[src/rtl/sync_fifo.sv]
`default_nettype none
// ============================================================================
// Module      : sync_fifo
// Description : Single-clock rdy/vld FIFO, any depth >= 2, with occupancy
//               count, almost-full flag, synchronous flush and an optional
//               empty-FIFO bypass enabled by defining SYNC_FIFO_BYPASS_EN.
// Revision    : 1.0 - initial release
// ============================================================================
module sync_fifo #(
    parameter int WIDTH        = 8,
    parameter int DEPTH        = 4,
    parameter int AFULL_THRESH = DEPTH - 1
) (
    input  logic                         clk,
    input  logic                         rst_bar,
    input  logic                         flush,
    input  logic                         in1_vld,
    output logic                         in1_rdy,
    input  logic [WIDTH-1:0]             in1_dat,
    output logic                         out1_vld,
    input  logic                         out1_rdy,
    output logic [WIDTH-1:0]             out1_dat,
    output logic [$clog2(DEPTH+1)-1:0]   count,
    output logic                         afull
);

    localparam int c_cw = $clog2(DEPTH + 1);
    localparam int c_pw = (DEPTH > 1) ? $clog2(DEPTH) : 1;

    logic [WIDTH-1:0] mem_q [DEPTH];

    logic [c_pw-1:0] wr_ptr_q, wr_ptr_d;
    logic [c_pw-1:0] rd_ptr_q, rd_ptr_d;
    logic [c_cw-1:0] count_q,  count_d;
    logic            rst_done_q, rst_done_d;

    logic w_full;
    logic w_empty;
    logic w_bypass_take;
    logic w_push;
    logic w_pop;

    always_comb begin
        w_full  = (count_q == c_cw'(DEPTH));
        w_empty = (count_q == '0);
        in1_rdy = rst_done_q & ~w_full & ~flush;
`ifdef SYNC_FIFO_BYPASS_EN
        // When empty, the producer's word is presented straight to the consumer.
        if (w_empty & ~flush & rst_done_q) begin
            out1_vld      = in1_vld;
            out1_dat      = in1_dat;
            w_bypass_take = in1_vld & out1_rdy;
        end else begin
            out1_vld      = ~w_empty & ~flush;
            out1_dat      = mem_q[rd_ptr_q];
            w_bypass_take = 1'b0;
        end
`else
        out1_vld      = ~w_empty & ~flush;
        out1_dat      = mem_q[rd_ptr_q];
        w_bypass_take = 1'b0;
`endif
        w_push = in1_vld & in1_rdy & ~w_bypass_take;
        w_pop  = out1_vld & out1_rdy & ~w_bypass_take;
        afull  = (count_q >= c_cw'(AFULL_THRESH));
        count  = count_q;
    end

    always_comb begin
        rst_done_d = 1'b1;
        wr_ptr_d   = wr_ptr_q;
        rd_ptr_d   = rd_ptr_q;
        count_d    = count_q;
        if (flush) begin
            wr_ptr_d = '0;
            rd_ptr_d = '0;
            count_d  = '0;
        end else begin
            if (w_push) begin
                wr_ptr_d = (wr_ptr_q == c_pw'(DEPTH - 1)) ? '0 : wr_ptr_q + 1'b1;
            end
            if (w_pop) begin
                rd_ptr_d = (rd_ptr_q == c_pw'(DEPTH - 1)) ? '0 : rd_ptr_q + 1'b1;
            end
            if (w_push && !w_pop) begin
                count_d = count_q + 1'b1;
            end else if (w_pop && !w_push) begin
                count_d = count_q - 1'b1;
            end
        end
    end

    always_ff @(posedge clk or negedge rst_bar) begin
        if (!rst_bar) begin
            rst_done_q <= 1'b0;
            wr_ptr_q   <= '0;
            rd_ptr_q   <= '0;
            count_q    <= '0;
        end else begin
            rst_done_q <= rst_done_d;
            wr_ptr_q   <= wr_ptr_d;
            rd_ptr_q   <= rd_ptr_d;
            count_q    <= count_d;
        end
    end

    // Storage is not reset or flushed; only the pointers define validity.
    always_ff @(posedge clk) begin
        if (w_push) begin
            mem_q[wr_ptr_q] <= in1_dat;
        end
    end

endmodule
`default_nettype wire

[config.mk]
export PLATFORM = sky130hd
export DESIGN_NAME = sync_fifo
export DESIGN_NICKNAME = d
export VERILOG_FILES = /design/src/rtl/sync_fifo.sv
export SDC_FILE = /design/constraint.sdc
export NUM_CORES = 1
export LEC_CHECK = 0
export BUFFER_PORTS_ARGS = -buffer_cell sky130_fd_sc_hd__buf_2
export CORE_MARGIN = 4
export CORE_UTILIZATION = 40
export DETAILED_ROUTE_END_ITERATION = 16
export GPL_TIMING_DRIVEN = 1
export PLACE_DENSITY = 0.67
export SETUP_SLACK_MARGIN = 0.3
export SLEW_MARGIN = 30
export SYNTH_ARGS = -nofsm -noshare
export SYNTH_HDL_FRONTEND = slang
export SYNTH_SLANG_ARGS = --single-unit
[constraint.sdc]
create_clock -name clk -period 1.9 [get_ports clk]
set_input_delay 0.285 -clock clk [delete_from_list [all_inputs] [get_ports clk]]
set_output_delay 0.285 -clock clk [all_outputs]
set_load 0.02 [all_outputs]
==> results by group <==
Worst setup path
  – RR Startpoint: count[1]
  – Element type at the critical path start: flop
  – Worst path required time: ~1.6 ns
  – Worst setup EP type: output pin
  – Worst setup path start: rd_ptr_q[0]
  – Crit path capture: out1_dat[3]
  – Setup Crit Path Kind: flop to output pin
  – Crit-path max FO: 5
  – Critical path arrival: roughly 1.5 ns
  – R2R cell count: 8
  – R2R setup slack: approximately 0.13 ns
  – FF-to-FF End: count[2]

Layout
  – Fillers: approximately 320
  – Final Util: a little under three fifths
  – Nets: between 150 and 200
  – Layout cells sized above 1: approximately 47%
  – Area of the multi-input gates: ~570 um2
  – Synth-to-Final Area Change: 33.76%
  – Post-route cell area: between 2000 and 2500 um2
  – # diodes: 0
  – Final Non-Filler Cells: 204
  – Reg area: about 1200 um2

Global route
  – Busiest grt layer: met2
  – First-pass GRT wire length: around 5.4 mm
  – Initial antenna violation count: 0
  – Largest net degree at the start of global routing: 15
  – Vias in the first global route: roughly 1,100
  – Met2 GRT Util: approximately a quarter
  – Met1 GRT Util: between 10% and 20%
  – Grt total ovfl: 0
  – Met3 Resource Use GR: 4.730%
  – All-Layer GR Usage: between 10% and 20%

Floorplanning
  – Width of the die: around 74 um
  – Row cnt: 23
  – Initial Util: 42.41%
  – Die Y: approximately 74 um
  – Core ar.: slightly above 4000 um2
  – Ports: 27
  – Full die area: roughly 5500 um2

Yosys
  – Post-synth EDFFs: 32
  – Xor/xnor share of the synthesized area: approximately 3.3%
  – Top FF cell, synth: edfxtp_1
  – Synth area leader: edfxtp_1
  – Register area share after synthesis: around two thirds
  – Avg Cell Area, Syn: approximately 17 um2
  – Library cells used by synthesis: 32
  – Yosys top cell area share: ~55%
  – Mux contribution to synthesized area: 10.90%
  – Compound-Gate Fraction of Synth Area: 5.090%
  – Top cells by count, synth: edfxtp_1 (32), dfrtp_1 (8), mux4_2 (8), nor2_1 (8), inv_1 (6)
  – Post-Syn Nets: 122
  – Synth Cell Area: around 1700 um2
  – Synthesized-area fraction occupied by adder cells: under 10%
  – Largest family of logic cells by synthesized area: multiplexers
  – Top-count cell post-synth: edfxtp_1
  – Ys async rst share: around 20%
  – Synth Warn #: 0
  – Synth Instances: about 100
  – FF+latch count, synth: 40
  – Synth top area cells: edfxtp_1 (55%), dfrtp_1 (11%), mux4_2 (10%), ha_1 (2.9%), nor2_1 (1.7%)
  – Area share of and/or/nand/nor cells after synthesis: 7.527%

Timing
  – Tmin final: roughly 1.8 ns
  – FMAX: about 560 MHz
  – Slew Viols, Final: 0
  – Final setup viols: 0
  – Fin crit share: 93.56%
  – Final Hold Fails: 0
  – RSZ-0062 raised after global routing: true
  – Clk_skew: 0.01017 ns

Power and ir drop
  – Switching Share: a little under a third
  – Clock share of power: about a quarter
  – Combinational Power Share: a little under two fifths
  – Peak supply drop: 0.5394 mV
  – Pint: 1972 uW
  – Pwr Density: between 1000 and 1500 nW/um2
  – Psw: roughly 890 uW
  – Leakage: 0.0008966 uW
  – Sequential power share: 37.7%

Route
  – Via count: ~1,100
  – DR iter-0 viols: 60
  – Antenna Nets Post-Route: 0
  – Post-route DRC: 0
  – Post-DR vias/cell: roughly 5.2
  – DR WL/cell: between 15 and 20 um
  – Detailed Routing Iterations Pass 1: 4
  – Drt total wl: between 3 and 4 mm

Place
  – Dpl cells: between 150 and 200
  – GP Congestion: 0.8666
  – Dpl cell area: 2048 um2
  – HPWL Detailed: around 2.3 mm
  – IO buf count: 26

Clocking
  – Total CTS buffers: 5
  – Sink Count: 40
  – H-Tree Depth: 2
  – Worst-path clk slew: about 0.09 ns
  – Clk_lat worst skew: around 0.3 ns
  – CTS tree: done
  – CTS Buffer Depth: 2
  – Cell at the root of the clock tree: clkbuf_8

Worst hold path
  – Hold Crit Class: input pin to flop
  – Worst Hold Depth: 1

Outcome
  – Outcome: finished clean

Job
  – Max Cap Viol: 0
cells by family after synthesis:
group / count (synthesis)
simple gates: 22
compound gates: 12
other cells: 1
fa+ha+maj: 5
flops: 40
buf+inv: 10
xor+xnor: 5
mux: 9
critical path, cell delays in order, from the launching register on:
cell and delay (ns):
dfrtp_1 0.38, buf_6 0.15, mux4_2 0.51, buf_6 0.15
registers in the layout (all words and copies together), names as in the netlist:
register    count
wr_ptr_q        2
rst_done_q      1
rd_ptr_q        2
count           3
mem_q          32
metal layers:
metal | part of all wire [%] | routed length, um
met5 | 0 | 0
met4 | 3.0 | 97
met3 | 6.2 | 202
met2 | 53 | 1739
met1 | 38 | 1234
cells in the final DEF (no fill, tap or decap), types with 2 or more instances in the layout:
cell type,Yosys,final
nor2_1,8,7
dfrtp_1,8,5
nand2b_1,2,2
clkbuf_8,0,5
edfxtp_1,32,32
buf_12,0,3
buf_6,0,13
buf_4,1,14
inv_1,6,5
nand2_1,2,2
ha_1,4,4
o22ai_1,2,2
dfrtp_2,0,3
and2_1,4,4
a21oi_1,3,3
mux4_2,8,8
buf_2,1,15
xnor2_1,3,3
worst min-delay path by stage:
stage | start | slack [ns] | to
floorplan | rst_bar | -0.01 | count[0]
global placement | rst_bar | 0.14 | wr_ptr_q[0]
detailed placement | rst_bar | 0.14 | wr_ptr_q[1]
CTS | in1_dat[6] | 0.18 | mem_q[2][6]
global route | in1_dat[2] | 0.18 | mem_q[1][2]
finish | in1_dat[3] | 0.20 | mem_q[0][3]
through the flow:
stage	setup slack, ns	total power [uW]	hold slack [ns]	setup TNS [ns]
6_report	0.1224	2863	0.2010	0
5_1_grt	-0.006181	3012	0.1807	-0.006181
4_1_cts	0.1081	2813	0.1835	0
3_5_place_dp	0.03029	1915	0.1393	0
3_3_place_gp	0.1162	1877	0.1363	0
2_1_floorplan	0.03409	1680	-0.01059	0
power groups by stage:
| stage | sequential, uW | clock (uW) | combinational, uW |
|---|---|---|---|
| floorplan | 1110 | 0 | 572 |
| global placement | 1090 | 0 | 786 |
| detailed placement | 1100 | 0 | 818 |
| CTS | 1070 | 728 | 1010 |
| global route | 1090 | 767 | 1160 |
| finish | 1080 | 712 | 1070 |
layout make-up:
class	count	area share (%)
multi-input combinational	54	24.54
clock buffer	5	2.947
sequential	40	49.89
clock inverter	3	1.983
tap	50	2.680
inverter	6	0.9646
timing repair buffer	46	16.99
timing repair:
item,CTS,global route
setup endpoints to repair,14,43
pin swaps,1,2
resized for setup,21,7
cloned,0,0
hold buffers,1,0
hold endpoints to repair,8,0
setup buffers,6,3
Note: power is estimated with default switching activity, not from simulation.
